$ cat config.mk
export PLATFORM = sky130hd
export DESIGN_NAME = vga_color_gen
export DESIGN_NICKNAME = d
export VERILOG_FILES = /design/src/rtl/vga_color_gen.sv
export SDC_FILE = /design/constraint.sdc
export NUM_CORES = 1
export LEC_CHECK = 0
export ABC_AREA = 1
export CAP_MARGIN = 10
export CORE_ASPECT_RATIO = 1.25
export CORE_MARGIN = 3
export CORE_UTILIZATION = 35
export DETAILED_ROUTE_END_ITERATION = 8
export MAX_ROUTING_LAYER = met4
export PLACE_DENSITY = 0.74
export REMOVE_ABC_BUFFERS = 1
export SLEW_MARGIN = 10
export SYNTH_ARGS = -nofsm -noshare
export SYNTH_HDL_FRONTEND = slang
export SYNTH_SLANG_ARGS = --single-unit
$ cat constraint.sdc
create_clock -name clk -period 1.3 [get_ports clk]
set_input_delay 0.195 -clock clk [delete_from_list [all_inputs] [get_ports clk]]
set_output_delay 0.195 -clock clk [all_outputs]
set_load 0.005 [all_outputs]
$ cat src/rtl/vga_color_gen.sv
// 640x480@60 VGA timing generator with a frame-latched solid colour source.
// All outputs are registered one cycle behind the (h,v) counter state.
module vga_color_gen (
  input  logic       clk,
  input  logic       reset,
  input  logic [2:0] color_sel,
  output logic       hsync,
  output logic       vsync,
  output logic       video_on,
  output logic       blank_n,
  output logic       sync_n,
  output logic [7:0] red,
  output logic [7:0] green,
  output logic [7:0] blue,
  output logic [9:0] px_x,
  output logic [9:0] px_y,
  output logic       frame_start
);

  localparam logic [9:0] H_LAST     = 10'd799;
  localparam logic [9:0] H_VIS      = 10'd640;
  localparam logic [9:0] H_SYNC_LO  = 10'd656;
  localparam logic [9:0] H_SYNC_HI  = 10'd751;
  localparam logic [9:0] V_LAST     = 10'd524;
  localparam logic [9:0] V_VIS      = 10'd480;
  localparam logic [9:0] V_SYNC_LO  = 10'd490;
  localparam logic [9:0] V_SYNC_HI  = 10'd491;

  logic [9:0]  h_q, h_d, v_q, v_d;
  logic [2:0]  color_q, color_d;
  logic        hsync_q, hsync_d, vsync_q, vsync_d;
  logic        video_on_q, video_on_d, frame_start_q, frame_start_d;
  logic [23:0] rgb_q, rgb_d, lut_rgb;
  logic [9:0]  px_x_q, px_x_d, px_y_q, px_y_d;
  logic        h_end, v_end;

  always_comb begin
    h_end   = (h_q == H_LAST);
    v_end   = (v_q == V_LAST);
    h_d     = h_end ? 10'd0 : h_q + 10'd1;
    v_d     = v_q;
    if (h_end) v_d = v_end ? 10'd0 : v_q + 10'd1;
    // Colour only changes at the last pixel of a frame so no frame ever tears.
    color_d = (h_end && v_end) ? color_sel : color_q;

    hsync_d       = !((h_q >= H_SYNC_LO) && (h_q <= H_SYNC_HI));
    vsync_d       = !((v_q >= V_SYNC_LO) && (v_q <= V_SYNC_HI));
    video_on_d    = (h_q < H_VIS) && (v_q < V_VIS);
    frame_start_d = (h_q == 10'd0) && (v_q == 10'd0);
    px_x_d        = h_q;
    px_y_d        = v_q;

    lut_rgb = 24'h000000;
    case (color_q)
      3'd1:    lut_rgb = 24'hFF0000;
      3'd2:    lut_rgb = 24'h00FF00;
      3'd3:    lut_rgb = 24'h0000FF;
      3'd4:    lut_rgb = 24'hFFFFFF;
      default: lut_rgb = 24'h000000;
    endcase
    rgb_d = video_on_d ? lut_rgb : 24'h000000;
  end

  always_ff @(posedge clk) begin
    if (reset) begin
      h_q           <= 10'd0;
      v_q           <= 10'd0;
      color_q       <= 3'd0;
      hsync_q       <= 1'b1;
      vsync_q       <= 1'b1;
      video_on_q    <= 1'b0;
      frame_start_q <= 1'b0;
      rgb_q         <= 24'h000000;
      px_x_q        <= 10'd0;
      px_y_q        <= 10'd0;
    end else begin
      h_q           <= h_d;
      v_q           <= v_d;
      color_q       <= color_d;
      hsync_q       <= hsync_d;
      vsync_q       <= vsync_d;
      video_on_q    <= video_on_d;
      frame_start_q <= frame_start_d;
      rgb_q         <= rgb_d;
      px_x_q        <= px_x_d;
      px_y_q        <= px_y_d;
    end
  end

  assign hsync       = hsync_q;
  assign vsync       = vsync_q;
  assign video_on    = video_on_q;
  assign blank_n     = video_on_q;
  assign sync_n      = 1'b0;
  assign red         = rgb_q[23:16];
  assign green       = rgb_q[15:8];
  assign blue        = rgb_q[7:0];
  assign px_x        = px_x_q;
  assign px_y        = px_y_q;
  assign frame_start = frame_start_q;

endmodule
==> results_tabular.tex <==
\begin{tabular}{lr}
\hline
Metric & Value \\
\hline
\multicolumn{2}{l}{\textbf{Finish}} \\
Post-synthesis to final-layout area growth & 45.4\% \\
Antenna diode count & 0 \\
Number of cells in the finished layout apart from fillers & roughly 450 \\
Share of layout cells above drive strength 1 & 26.3\% \\
Count of fill cells added during filler insertion & between 500 and 600 \\
\# nets final & 374 \\
Post-route cell area & about 0.0031 sq mm \\
\multicolumn{2}{l}{\textbf{STA}} \\
Final hold violations & 0 \\
Aggregate negative setup slack & -0.666 ns \\
Slew Limit Fails & 0 \\
Worst Clk Skew & about 0.0036 ns \\
Maximum operating frequency & approximately 720 MHz \\
Min Hold Slack & 0.480 ns \\
Fin crit share & 107\% \\
Final period demand of the worst path & about 1.4 ns \\
Setup repair after global routing missed its margin & true \\
Final setup fails & 12 \\
Final setup margin & -0.0920 ns \\
\multicolumn{2}{l}{\textbf{Critical path}} \\
Crit path cell chain & ha\_4 -> nand3\_4 -> nor2\_4 -> nand2\_4 -> nor2\_4 -> buf\_6 -> nor2\_1 -> nor2\_1 \\
Max stage delay on crit path & around 0.36 ns \\
Endpoint class of the critical path & flip-flop \\
Path type of the worst setup path & flip-flop to flip-flop \\
CP required & roughly 1.5 ns \\
Critical Path Slowest Stage Cell & dfxtp\_2 \\
Critical path arrival & about 1.6 ns \\
Top fanout value on the critical path & 7 \\
Startpoint Class & flip-flop \\
\multicolumn{2}{l}{\textbf{Routing}} \\
Length of the first detailed-routing pass in iterations & 4 \\
Post-route ant nets & 0 \\
Average routed wire per standard cell & between 10 and 15 um \\
Post-detailed-route via-to-cell ratio & 4.45 \\
Number of DRC violations after detailed routing & 0 \\
Vias after detailed routing & slightly below 2,000 \\
Initial DRC count & 207 \\
Aggregate routed wire length & between 5000 and 6000 um \\
\multicolumn{2}{l}{\textbf{Place}} \\
Dpl hpwl & 3720 um \\
Post-detailed-placement cell area & around 0.0029 sq mm \\
IO Port Bufs & between 50 and 60 \\
Cell count after placement & around 430 \\
RePlAce Congestion & 0.836 \\
\multicolumn{2}{l}{\textbf{Synthesis}} \\
FF+latch count, synth & 50 \\
Mapped Cells & about 290 \\
Synth unique cells & 24 \\
Avg Inst Size Synth & 7.54 sq um \\
Sequential element share of the synthesized area & a little under half \\
Syn Std Cell Area & roughly 0.0021 sq mm \\
Number of warnings printed during yosys synthesis & 0 \\
\multicolumn{2}{l}{\textbf{Power and ir drop}} \\
Worst vdd rail ir drop & approximately 0.00051 V \\
LEAKAGE & 0.00153 uW \\
Power, Total & 2610 uW \\
Power per cell area & roughly 830 mW/mm\^{}2 \\
\multicolumn{2}{l}{\textbf{Global route}} \\
Maximum number of pins on one net before global-route repair & 15 \\
First-pass GRT wire length & approximately 8500 um \\
Gr ovfl total & 0 \\
GR Util All Layers & 15.1\% \\
Via count of the first global-routing pass & slightly below 2,000 \\
Initial antenna violation count & 0 \\
\multicolumn{2}{l}{\textbf{CTS}} \\
H-tree level count & 2 \\
Skew-Pair Late Insertion Delay & $\sim$0.3 ns \\
Maximum number of buffers from clock root to sink & 2 \\
CTS Buf Count & 5 \\
CTS tree & built \\
Root cell of the clock tree & clkbuf\_8 \\
Clock-pin slew on the worst setup and hold paths & about 0.080 ns \\
Clock sink total & 50 \\
\multicolumn{2}{l}{\textbf{Floorplan}} \\
Die extent in x & 76.1 um \\
Initial Utilization & roughly 37\% \\
Chip height & just over 90 um \\
Area of the die & 0.00712 sq mm \\
Top-Level Pins & 55 \\
Row Count & 31 \\
Area inside the core boundary & 0.00586 sq mm \\
\multicolumn{2}{l}{\textbf{Run status}} \\
Violated checks & negative setup slack \\
Result of the run & complete, but fails checks \\
\multicolumn{2}{l}{\textbf{Hold path}} \\
Worst hold path type & flip-flop to flip-flop \\
\multicolumn{2}{l}{\textbf{Job}} \\
Number of maximum-capacitance violations & 0 \\
\hline
\end{tabular}
[metal layers]
metal / part of all wire, % / wire (um) / track usage [%] / vias to the layer above
met1: 38 / 1990 / 14.8 / 926
met3: 3.2 / 165 / 3.18 / 9
met4: 2.0 / 106 / 5.44 / 0
met5: 0 / 0 / - / -
met2: 57 / 2950 / 29.4 / 38
li1: - / - / - / 1014
[synthesized netlist by cell type]
master	number	area [sq um]
a21oi_1	13	65.1
buf_4	23	173
buf_6	1	11.3
clkbuf_1	2	7.51
conb_1	1	3.75
dfxtp_1	50	1000
ha_1	5	62.6
inv_1	32	120
inv_2	3	11.3
nand2_1	54	203
nand2_2	1	6.26
nand2_4	1	11.3
nand3_1	14	70.1
nand3_2	1	10.0
nand4_1	3	18.8
nor2_1	57	214
nor2_2	5	31.3
nor2_4	1	11.3
nor3_1	2	10.0
nor3b_1	2	15.0
o2111ai_1	1	8.76
o21ai_0	8	40.0
o21ai_2	2	17.5
xor2_1	3	26.3
[critical path, delay by kind of cell, from the launching register on]
kind          cells  cell delay [ns]
fa+ha+maj         1             0.15
simple gates      6             0.69
flops             1             0.36
buf+inv           1             0.12
[what timing repair did]
action | in CTS | in global routing
setup endpoints to repair | 71 | 28
pin swaps | 9 | 12
buffers inserted | 8 | 2
cloned | 1 | 0
resized for setup | 73 | 29
hold buffers | 0 | 0
[power by group]
group          switching [uW]  leakage (uW)  total, uW  internal, uW
Clock                     482     0.0000482        912           430
Sequential               13.2      0.000409       1560          1540
Combinational            72.1       0.00107        138          65.4
Total                     567       0.00153       2610          2040
[final timing paths]
check / cells after the start / start / end / slack [ns]
max: 8 / h_q[1] / color_q[2] / -0.09
min: 2 / px_y_d[6] / px_y[6] / 0.48
max reg2reg: 8 / h_q[1] / color_q[2] / -0.09
min reg2reg: 2 / px_y_d[6] / px_y[6] / 0.48
[kinds of logic (layout without fill, tap and decap cells)]
logic type | Yosys count | in the layout | share of synthesized area (%)
fa+ha+maj | 5 | 5 | 2.91
xor+xnor | 3 | 3 | 1.22
other cells | 1 | 1 | 0.175
compound gates | 24 | 24 | 6.12
simple gates | 141 | 142 | 28.0
flops | 50 | 50 | 46.6
buf+inv | 61 | 140 | 15.0
[cell usage in the layout (no fill, tap or decap), drive strengths merged, types with 2 or more instances in the layout]
cell type and instances:
nand4 3, ha 5, xor2 3, clkbuf 7, a21oi 13, nor3 2
dfxtp 50, nor2 63, inv 35, nor3b 2, nand3 15, o21ai 10
nand2 57, clkdlybuf4s50 4, buf 44, dlygate4sd2 48
[stage by stage]
step,util [%],setup WS (ns)
floorplan,-,-0.0516
global placement,48.7,-0.165
detailed placement,48.7,-0.173
CTS,51.5,-0.0563
global route,53.3,-0.183
finish,53.3,-0.0920
[layout make-up]
cell class / instances / area, sq um / share of cell area, %
clock inverters: 1 / 5.00 / 0.160
repair buffers: 97 / 815 / 26.1
well taps: 82 / 103 / 3.28
clock buffers: 7 / 86.3 / 2.76
flip-flops and latches: 50 / 1020 / 32.6
inverters: 35 / 134 / 4.29
multi-input cells: 175 / 962 / 30.8
[registers in the layout, summed over array words and instances, names as in the netlist]
register     cells
blank_n          1
color_q          3
frame_start      1
h_q             10
hsync            1
px_x            10
px_y            10
px_y_d          10
rgb_q            3
vsync            1
No activity file was read; power rests on OpenSTA's default activity.
